<file path="src/rtl/alu_op_sequencer_pkg.sv">
// Shared definitions for the ALU operand/result sequencer: default widths and
// the sequencer state encoding.
package alu_op_sequencer_pkg;

    localparam int DATA_W_DEF = 8;
    localparam int RES_W_DEF  = 16;
    localparam int MODE_W     = 3;

    typedef enum logic [1:0] {
        SEQ_IDLE  = 2'd0,
        SEQ_ISSUE = 2'd1,
        SEQ_WAIT  = 2'd2,
        SEQ_RESP  = 2'd3
    } seq_state_e;

endpackage

</file>
<file path="src/rtl/alu_op_sequencer_saturate.sv">
// Converts a signed Q8.8 ALU result to a saturated Q4.4 value. The block is
// purely combinational so any ALU result consumer can reuse it.
module alu_res_saturate
    import alu_op_sequencer_pkg::*;
#(
    parameter int RES_W     = RES_W_DEF,
    parameter int DATA_W    = DATA_W_DEF,
    parameter int FRAC_BITS = 4
) (
    input  logic [RES_W-1:0]  res_i,
    output logic [DATA_W-1:0] sat_o,
    output logic              ovf_o
);

    localparam int MAX_I = (1 << (DATA_W - 1)) - 1;
    localparam int MIN_I = -(1 << (DATA_W - 1));
    localparam logic signed [RES_W-1:0] SAT_MAX = RES_W'(MAX_I);
    localparam logic signed [RES_W-1:0] SAT_MIN = RES_W'(MIN_I);

    logic signed [RES_W-1:0] shifted;

    assign shifted = $signed(res_i) >>> FRAC_BITS;

    always_comb begin
        sat_o = shifted[DATA_W-1:0];
        ovf_o = 1'b0;
        if (shifted > SAT_MAX) begin
            sat_o = SAT_MAX[DATA_W-1:0];
            ovf_o = 1'b1;
        end else if (shifted < SAT_MIN) begin
            sat_o = SAT_MIN[DATA_W-1:0];
            ovf_o = 1'b1;
        end
    end

endmodule

</file>
<file path="src/rtl/alu_op_sequencer.sv">
// Initiator for the fixed-point ALU: accepts one command, issues it as a
// one-cycle strobe, waits for the result with a timeout and returns it.
module alu_op_sequencer
    import alu_op_sequencer_pkg::*;
#(
    parameter int DATA_W    = DATA_W_DEF,
    parameter int RES_W     = RES_W_DEF,
    parameter int FRAC_BITS = 4,
    parameter int TIMEOUT   = 16
) (
    input  logic              clk,
    input  logic              rst,
    input  logic              cmd_valid_i,
    output logic              cmd_ready_o,
    input  logic [DATA_W-1:0] cmd_op1_i,
    input  logic [DATA_W-1:0] cmd_op2_i,
    input  logic [MODE_W-1:0] cmd_mode_i,
    output logic [DATA_W-1:0] alu_op1_o,
    output logic [DATA_W-1:0] alu_op2_o,
    output logic [MODE_W-1:0] alu_mode_o,
    output logic              alu_valid_o,
    input  logic [RES_W-1:0]  alu_res_i,
    input  logic              alu_valid_i,
    output logic              rsp_valid_o,
    input  logic              rsp_ready_i,
    output logic [RES_W-1:0]  rsp_res_o,
    output logic [DATA_W-1:0] rsp_sat_o,
    output logic              rsp_ovf_o,
    output logic              rsp_timeout_o,
    output logic              stray_o
);

    localparam int CNT_W = $clog2(TIMEOUT + 1);
    localparam logic [CNT_W-1:0] CNT_LAST = CNT_W'(TIMEOUT - 1);

    seq_state_e        state_q, state_d;
    logic [CNT_W-1:0]  cnt_q, cnt_d;
    logic              cmd_ready_q, cmd_ready_d;
    logic [DATA_W-1:0] op1_q, op1_d, op2_q, op2_d;
    logic [MODE_W-1:0] mode_q, mode_d;
    logic              alu_valid_q, alu_valid_d;
    logic              rsp_valid_q, rsp_valid_d;
    logic [RES_W-1:0]  res_q, res_d;
    logic [DATA_W-1:0] sat_q, sat_d;
    logic              ovf_q, ovf_d;
    logic              timeout_q, timeout_d;
    logic              stray_q, stray_d;
    logic [DATA_W-1:0] sat_w;
    logic              ovf_w;

    alu_res_saturate #(
        .RES_W    (RES_W),
        .DATA_W   (DATA_W),
        .FRAC_BITS(FRAC_BITS)
    ) u_sat (
        .res_i(alu_res_i),
        .sat_o(sat_w),
        .ovf_o(ovf_w)
    );

    always_comb begin
        state_d   = state_q;
        cnt_d     = cnt_q;
        op1_d     = op1_q;
        op2_d     = op2_q;
        mode_d    = mode_q;
        res_d     = res_q;
        sat_d     = sat_q;
        ovf_d     = ovf_q;
        timeout_d = timeout_q;
        stray_d   = stray_q | (alu_valid_i &&
                               (state_q == SEQ_IDLE || state_q == SEQ_RESP));

        case (state_q)
            SEQ_IDLE: begin
                if (cmd_valid_i && cmd_ready_q) begin
                    op1_d   = cmd_op1_i;
                    op2_d   = cmd_op2_i;
                    mode_d  = cmd_mode_i;
                    state_d = SEQ_ISSUE;
                end
            end
            SEQ_ISSUE: begin
                cnt_d = '0;
                if (alu_valid_i) begin
                    res_d     = alu_res_i;
                    sat_d     = sat_w;
                    ovf_d     = ovf_w;
                    timeout_d = 1'b0;
                    state_d   = SEQ_RESP;
                end else begin
                    state_d = SEQ_WAIT;
                end
            end
            SEQ_WAIT: begin
                if (alu_valid_i) begin
                    res_d     = alu_res_i;
                    sat_d     = sat_w;
                    ovf_d     = ovf_w;
                    timeout_d = 1'b0;
                    state_d   = SEQ_RESP;
                end else if (cnt_q == CNT_LAST) begin
                    res_d     = '0;
                    sat_d     = '0;
                    ovf_d     = 1'b0;
                    timeout_d = 1'b1;
                    state_d   = SEQ_RESP;
                end else begin
                    cnt_d = cnt_q + 1'b1;
                end
            end
            SEQ_RESP: begin
                if (rsp_ready_i) begin
                    state_d = SEQ_IDLE;
                end
            end
            default: state_d = SEQ_IDLE;
        endcase

        // Handshake flags follow the state being entered so they are registered.
        cmd_ready_d = (state_d == SEQ_IDLE);
        alu_valid_d = (state_d == SEQ_ISSUE);
        rsp_valid_d = (state_d == SEQ_RESP);
    end

    always_ff @(posedge clk or negedge rst) begin
        if (!rst) begin
            state_q     <= SEQ_IDLE;
            cnt_q       <= '0;
            cmd_ready_q <= 1'b0;
            op1_q       <= '0;
            op2_q       <= '0;
            mode_q      <= '0;
            alu_valid_q <= 1'b0;
            rsp_valid_q <= 1'b0;
            res_q       <= '0;
            sat_q       <= '0;
            ovf_q       <= 1'b0;
            timeout_q   <= 1'b0;
            stray_q     <= 1'b0;
        end else begin
            state_q     <= state_d;
            cnt_q       <= cnt_d;
            cmd_ready_q <= cmd_ready_d;
            op1_q       <= op1_d;
            op2_q       <= op2_d;
            mode_q      <= mode_d;
            alu_valid_q <= alu_valid_d;
            rsp_valid_q <= rsp_valid_d;
            res_q       <= res_d;
            sat_q       <= sat_d;
            ovf_q       <= ovf_d;
            timeout_q   <= timeout_d;
            stray_q     <= stray_d;
        end
    end

    assign cmd_ready_o   = cmd_ready_q;
    assign alu_op1_o     = op1_q;
    assign alu_op2_o     = op2_q;
    assign alu_mode_o    = mode_q;
    assign alu_valid_o   = alu_valid_q;
    assign rsp_valid_o   = rsp_valid_q;
    assign rsp_res_o     = res_q;
    assign rsp_sat_o     = sat_q;
    assign rsp_ovf_o     = ovf_q;
    assign rsp_timeout_o = timeout_q;
    assign stray_o       = stray_q;

endmodule

</file>
<file path="config.mk">
export PLATFORM = sky130hd
export DESIGN_NAME = alu_op_sequencer
export DESIGN_NICKNAME = d
export VERILOG_FILES = /design/src/rtl/alu_op_sequencer_pkg.sv /design/src/rtl/alu_op_sequencer_saturate.sv /design/src/rtl/alu_op_sequencer.sv
export SDC_FILE = /design/constraint.sdc
export NUM_CORES = 1
export LEC_CHECK = 0
export ABC_AREA = 0
export BUFFER_PORTS_ARGS = -buffer_cell sky130_fd_sc_hd__clkbuf_2
export CAP_MARGIN = 10
export CORE_MARGIN = 10
export CORE_UTILIZATION = 44
export DETAILED_ROUTE_END_ITERATION = 10
export PLACE_DENSITY_LB_ADDON = 0.08
export SLEW_MARGIN = 20
export SYNTH_ARGS = -nofsm -noshare
export SYNTH_HDL_FRONTEND = slang
export SYNTH_SLANG_ARGS = --single-unit
</file>
<file path="constraint.sdc">
create_clock -name clk -period 1.7 [get_ports clk]
set_input_delay 0.17 -clock clk [delete_from_list [all_inputs] [get_ports clk]]
set_output_delay 0.17 -clock clk [all_outputs]
set_load 0.05 [all_outputs]
</file>
* After elaboration in Yosys (flattened, before gate mapping) *
Index checks and enable logic that the tools add are counted.

cells by class
  add/subtract/negate cells = 1
  magnitude comparators = 2
  equality and inequality tests = 10
  muxes and demuxes = 29
  bitwise logic cells = 1
  reductions and logical operators = 9

operators with widths
  operator             count
  $mux 16              3
  $mux 8               5
  $pmux 16 s2          1
  $pmux 8 s2           1
  $gt 12x8->1 const B  1
  $lt 12x8->1 const B  1
  $mux 5               2
  $pmux 5 s2           1
  $mux 1               9
  $mux 2               4
  $pmux 2 s4           1
  $eq 2x2->1 const B   3
  $ne 2x2->1 const B   3
  $reduce_and 3->1     2
  $add 5x1->5 const B  1
  $eq 5x4->1 const B   1
  $eq 2x1->1 const B   2
  $logic_not 2->1      2
  $pmux 1 s2           2
  $ne 3x3->1 const B   1
  $logic_and 1x1->1    2
  $reduce_and 2->1     1
  $reduce_bool 2->1    1
  $logic_or 1x1->1     1
  $or 1x1->1           1

word-level totals
  register bits after elaboration = 56
  input bits = 40
  logic and storage cells = 65

* Logic depth before layout (Yosys ltp) *
Gate-level depths: netlist of run 1.

  depth after elaboration = 5
  gate-level depth with buffers = 8
  gate-level depth less buffers = 7

* Hierarchy *
From an unflattened synthesis of run 1, not the netlist that was laid out.

second synthesis, totals
  cell total of the unflattened synthesis = 194
  area, all modules = 2551.2 um^2

by module, submodules not included
  module            instances  cells each  area each (um^2)
  alu_op_sequencer  1          161         2308.5
  alu_res_saturate  1          33          242.7

* Worst setup path after synthesis of run 1 *
OpenSTA, ideal clock, no wires.

  path kind = register to register
  start point = register cnt_q[0]
  end point = register cnt_q[2]
  setup time = 123 ps
  data arrival time = 1582 ps
  setup slack = -5 ps
  cell stages (with the launch flop) = 8
  period minus slack after synthesis = 1705 ps
  cells stage by stage = dfrtp_1 ha_1 and3_1 ha_1 nor2_1 a21boi_0 o21ai_1 o21ai_1

on the way
  longest elaborated chain between the ends = 4
  elaborated cells between the ends (all ways) = 7
  those cells by class = add/sub (1); eq/ne (2); mux (3); reduce/logical (1)

ends and longest elaborated chain
  element                 RTL line                 RTL
  start, declared         alu_op_sequencer.sv:37   logic [CNT_W-1:0] cnt_q, cnt_d;
  start signal, assigned  alu_op_sequencer.sv:143  cnt_q <= cnt_d;
  $add 5x1->5             alu_op_sequencer.sv:109  cnt_d = cnt_q + 1'b1;
  $mux 5                  alu_op_sequencer.sv:102  end else if (cnt_q == CNT_LAST) begin
  $mux 5                  alu_op_sequencer.sv:96   if (alu_valid_i) begin
  $pmux 5 s2              alu_op_sequencer.sv:74   case (state_q)

Parallel ways exist; a longest one is shown, timed or not. The select of a mux whose other input is x is not followed.
A chain may end at the register's enable or synchronous reset.

* Worst setup path in the final report of run 1 *
  start point = register cnt_q[1]
  end point = register res_q[1] (netlist: rsp_res_o[1])

on the way
  longest elaborated chain between the ends = 3

ends and longest elaborated chain
  element                     RTL line                 RTL
  $eq 5x4->1                  alu_op_sequencer.sv:102
  $ne 3x3->1 (no line)        --
  $reduce_and 3->1 (no line)  --
  end signal, assigned        alu_op_sequencer.sv:150  res_q <= res_d;
  end, declared               alu_op_sequencer.sv:43   logic [RES_W-1:0] res_q, res_d;

No other way between the ends.

==> metrics.csv, run 1 <==
metric,value,unit
antenna_found_initial,0,
remaining_drc_errors,0,
end_kind,flop,
via_per_inst,4.920,
fmax,602.7,MHz
grt_max_degree,57,
io_pins,89,
worst_pin_slew,0.5145,ns
grt_pass1_vias,1812,
hold_viol,0,
cts_tree,built,
numCtsBuffers,5,
maxCapViolCount,0,
grt_pass1_wl,8928,µm
rrSetupSlack,0.04,ns
yosys_warnings,0,
placed_cell_area,0.002908,mm²
area_growth,36.79,%
worst-path-max-fanout,7,
synthFlopType,dfrtp_1,
final.setup_skew,0.004166,ns
num-nets-final,327,
path_clk_slew,0.09,ns
die_area,0.008594,mm²
die-height,92.71,µm
crit-reg2reg-launch,cnt_q[1],
diodes,0,
setup_viol,0,
first_iter_violations,74,
synth-edff-count,0,
slew_viol_final,0,
rows,26,
grtUsageTotal,12.84,%
clock_path_buffers,2,
crit_path_start_kind,flop,
hpwl,4076,µm
synth.ff_latch_count,56,
fin_area,0.003182,mm²
cts_num_sinks,56,
die_x,92.71,µm
rsz0062_at_grt,yes,
setup_tns,0,ns
timing_worst_setup_path_type,reg2reg,
root_buffer,clkbuf_8,
wl_per_cell,16.29,µm
fin_crit,1.659,ns
drtAntennaViolNets,0,
outcome,"finished, final reports clean",
slew-limit-headroom,65.57,%
gp_congestion,0.8153,
crit_arrival,1.91,ns
hold_class,in2reg,
drt_wl_total,5717,µm
syn_area_per_cell,13.44,µm²
initial_core_util,45.54,%
period_share,97.60,%
drive_gt1_share,53.74,%
cp.required,1.95,ns
min-delay-start,alu_res_i[1],
cts_max_level,2,
vias,1727,
synth_cells,173,
insertion_delay,0.30,ns
core_area,0.005107,mm²
synth_nets,220,
io_buffer_count,88,
syn_area,0.002326,mm²
ys_seq_area_share,60.25,%
crit_start,cnt_q[1],
synthArstFlopShare,100.0,%
firstDrtPassIters,4,
synth_cell_types,38,
overflow,0,
[final timing paths]
path,endpoint,depth (start not counted)
worst min-delay path,rsp_res_o[1],2
worst max-delay path,rsp_res_o[1],8
worst max register to register,rsp_res_o[1],8
min in group asynchronous,cnt_q[3],3
worst min register to register,stray_o,1
max in group asynchronous,state_q[1],3
[repair_timing]
item / 4_1_cts / 5_1_grt
buffers inserted: 0 / 6
hold buffers: 1 / 0
endpoints found under the setup margin: 19 / 33
gates resized for setup: 2 / 14
gates cloned: 0 / 2
pin swaps: 1 / 6
endpoints found under the hold margin: 56 / 0
[state kept, by name (all words and copies together) (netlist names)]
name	flops
state_q	2
rsp_timeout_o	1
cnt_q	5
alu_op2_o	8
rsp_valid_o	1
rsp_sat_o	8
alu_valid_o	1
alu_mode_o	3
rsp_ovf_o	1
stray_o	1
cmd_ready_o	1
rsp_res_o	16
alu_op1_o	8
[layout make-up]
| class | instances | area, µm² |
|---|---|---|
| Fill cell | 447 | 1926 |
| Sequential cell | 56 | 1403 |
| Multi-Input combinational cell | 103 | 904.6 |
| Timing Repair Buffer | 106 | 649.4 |
| Tap cell | 70 | 87.58 |
| Clock buffer | 6 | 72.57 |
| Clock inverter | 2 | 35.03 |
| Inverter | 8 | 30.03 |
[layer usage]
metal	share of wire (%)	track usage, %	up-vias
met2	50	20.82	43
met4	1.3	4.627	0
li1	-	-	840
met1	42	14.98	836
met3	7.2	5.246	8
met5	0	0	-
[cells in the mapped netlist (2+ instances only)]
master	count	area [µm²]
a21oi_1	2	10.01
a22o_1	17	148.9
a31oi_1	3	18.77
and3_1	2	12.51
buf_4	2	15.01
buf_6	3	33.78
dfrtp_1	56	1401
ha_1	7	87.58
inv_1	7	26.28
mux2_2	19	214.0
nand2_1	7	26.28
nor2_1	12	45.04
o21ai_0	3	15.01
o21ai_1	2	10.01
o2bb2ai_1	8	70.07
[metrics by stage]
step	util [%]	hold WS, ns	std cells	setup slack (ns)
after global routing	62.30	0.07780	351	-0.04783
after global placement	56.93	0.1999	334	0.01236
after CTS	59.48	0.07461	343	0.002380
after detailed placement	56.93	0.1961	334	-0.007744
final	62.30	0.08303	351	0.04082
after floorplan	-	-0.1256	173	0.02503
[cells by family after synthesis]
group                      count (synthesis)  share of synthesized area, %
AOI/OAI and AO/OA                         47                         16.57
adders and majority gates                  7                         3.765
buffers and inverters                     14                         3.604
DFF                                       56                         60.25
muxes                                     19                         9.199
and+or+nand+nor                           30                         6.617
[critical path: stages, from the launching register on]
cell       delay [ns]
dfrtp_1          0.39
ha_2             0.19
and3_4           0.18
ha_4             0.17
inv_2            0.06
a21oi_4          0.05
o21ai_4          0.22
clkbuf_16        0.20
a22o_1           0.13
[cell usage in the layout (no fill, tap or decap), drive strengths merged]
cell and count:
and2 1, a22o 17, a21boi 1, o21a 1, o211ai 1, o22a 1, mux2 19, o21ai 6
clkbuf 95, a31oi 3, nor2b 1, and3 2, nor2 12, o31ai 1, a21o 1, dlygate4sd3 1
ha 7, a32o 1, clkinv 1, nor3 1, nand3 2, nand4 1, a21bo 1, a21oi 3
or2 1, o2bb2ai 8, nand2 8, a22oi 2, dfrtp 56, buf 16, inv 8, nor4 1
bufinv 1
Power of run 1 is left out: the tool's default activity adds up to more than one toggle a clock period on the data nets, which glitch-free logic cannot reach.
==> inputs of run 2 (changes only) <==
--- a/config.mk
+++ b/config.mk
@@ -5,7 +5,7 @@
 export SDC_FILE = /design/constraint.sdc
 export NUM_CORES = 1
 export LEC_CHECK = 0
-export ABC_AREA = 0
+export ABC_AREA = 1
 export BUFFER_PORTS_ARGS = -buffer_cell sky130_fd_sc_hd__clkbuf_2
 export CAP_MARGIN = 10
 export CORE_MARGIN = 10
==> run 2 against run 1 <==
Routed wire length up 14%. Sequential share of layout area fell by 0.60 points. Clock skew increased by 0.014 ns. Non-clock buffer count is 4 lower. Critical path depth is 3 higher. Global-route usage up 1.0 points. Worst setup slack improved by 0.055 ns. Final area rose by 1.3%. Via count grew 27%. Area after synthesis rose by 6.7%. First-iteration DRC count grew 23%. Critical path type unchanged. Highest routed layer unchanged.
==> metrics.csv, run 2 <==
metric,value,unit
path_clk_slew,0.11,ns
met2_length,2984,µm
vias,2201,
wl_per_cell,13.99,µm
insertion_delay,0.31,ns
syn_area,0.002481,mm²
synth_cells,289,
rsz0062_at_grt,no,
drtAntennaViolNets,0,
synthArstFlopShare,100.0,%
multiInputGateArea,985.9,µm²
grtUsageTotal,13.87,%
crit-reg2reg-launch,cnt_q[1],
initial_core_util,45.34,%
synth_top_cell_by_area,dfrtp_1,
rows,27,
worst_pin_slew,0.6251,ns
synth_cell_types,22,
yosys_warnings,0,
first_iter_violations,91,
setup_tns,0,ns
final_util,58.89,%
clock_path_buffers,2,
timing_worst_setup_path_type,reg2reg,
top_layer_used,met4,
layout_commonest_cell,nand2_1,
die_area,0.009042,mm²
cts_tree,built,
drive_gt1_share,31.12,%
via_per_inst,4.744,
synthFlopType,dfrtp_1,
largest_reg_flops,16,
wl_met3,610,µm
slew_viol_final,0,
firstDrtPassIters,4,
remaining_drc_errors,0,
syn_area_per_cell,8.585,µm²
setup_viol,0,
ff_latch_area,0.001401,mm²
period_share,94.37,%
synth-edff-count,0,
crit_start,cnt_q[1],
final.setup_skew,0.01793,ns
cp.required,1.89,ns
drt_wl_total,6490,µm
hold_viol,0,
synth_most_common_cell,nand2_1,
fin_crit,1.604,ns
outcome,"finished, final reports clean",
netlist_top_cells_area,"dfrtp_1 (56%), nand2_1 (21%), nand3_1 (6.9%)",
die-height,95.09,µm
maxCapViolCount,0,
fillers,516,
grt_pass1_wl,10100,µm
gp_congestion,0.8321,
antenna_found_initial,0,
io_pins,89,
slew-limit-headroom,58.23,%
route.layer.met1.wl,2832,µm
grt_max_degree,57,
numCtsBuffers,5,
crit_path_start_kind,flop,
num-nets-final,438,
synth.ff_latch_count,56,
ys_seq_area_share,56.48,%
diodes,0,
worst-path-max-fanout,13,
crit_arrival,1.79,ns
synth_top_cell_area_share,56.48,%
synth_nets,336,
hold_class,in2reg,
grt_pass1_vias,2097,
io_buffer_count,88,
min-delay-start,alu_res_i[3],
root_buffer,clkbuf_8,
die_x,95.09,µm
hpwl,4508,µm
final_cell_mix,"nand2_1 (138), clkbuf_2 (88), dfrtp_1 (56), nand3_1 (34), inv_1 (20)",
cts_max_level,2,
cts_num_sinks,56,
end_kind,flop,
area_growth,29.90,%
core_area,0.005473,mm²
fmax,623.3,MHz
overflow,0,
synthTopCellsByCount,"nand2_1 (139), dfrtp_1 (56), nand3_1 (34)",
-- run 2: path summary, 6_finish.rpt --
path	to	cells after the start	slack, ns
setup / recovery	rsp_sat_o[6]	11	0.1
hold / removal	rsp_res_o[3]	3	0.05
setup reg to reg	rsp_sat_o[6]	11	0.1
hold reg to reg	stray_o	1	0.48
max in group asynchronous	cnt_q[1]	3	1.06
min in group asynchronous	alu_op2_o[0]	3	0.40
-- run 2: critical path, stage by stage (launching register included) --
cell and delay, ns:
dfrtp_1 0.39, ha_2 0.19, nand2_1 0.06, nor2_1 0.04
ha_2 0.16, nor2_2 0.16, nand2_4 0.10, nand2_4 0.09
nor2_4 0.04, buf_12 0.15, nand3_1 0.06, nand2_1 0.05
-- run 2: area by class of cell --
| cell class | count | share of cell area, % |
|---|---|---|
| Clock buffer | 7 | 2.368 |
| Clock inverter | 1 | 0.2717 |
| Inverter | 20 | 2.329 |
| Multi-Input combinational cell | 206 | 30.59 |
| Sequential cell | 56 | 43.48 |
| Tap cell | 72 | 2.795 |
| Timing Repair Buffer | 102 | 18.17 |
-- run 2: metal layers --
layer / vias to the layer above / track usage [%]
met3: 5 / 4.870
li1: 1111 / -
met5: - / 0
met2: 72 / 21.08
met4: 0 / 4.489
met1: 1013 / 18.10
-- run 2: through the flow --
stage | area (µm²) | cells | hold WS (ns) | setup slack [ns]
finish | 3223 | 464 | 0.04860 | 0.09571
global placement | 3039 | 450 | 0.1985 | -0.03569
detailed placement | 3039 | 450 | 0.1994 | -0.06824
global route | 3223 | 464 | 0.05089 | 0.0009197
floorplan | 2481 | 289 | -0.1256 | 0.06252
CTS | 3146 | 460 | 0.04657 | 0.03170
-- run 2: timing repair --
item	4_1_cts	5_1_grt
endpoints found under the hold margin	56	0
gates resized for setup	1	6
pin swaps	1	5
setup buffers	0	3
gates cloned	1	1
hold buffers	1	0
endpoints found under the setup margin	25	26
-- run 2: kinds of logic (layout without fill, tap and decap cells) --
group,count (synthesis),in the layout,share of synthesized area [%]
AO/OA/AOI/OAI,9,9,2.118
XOR/XNOR,1,1,0.3531
adder cells (fa/ha/maj),7,7,3.530
buffers and inverters,29,130,5.446
flip-flops,56,56,56.48
AND/OR/NAND/NOR,187,189,32.07
Power of run 2 is left out for the same reason.
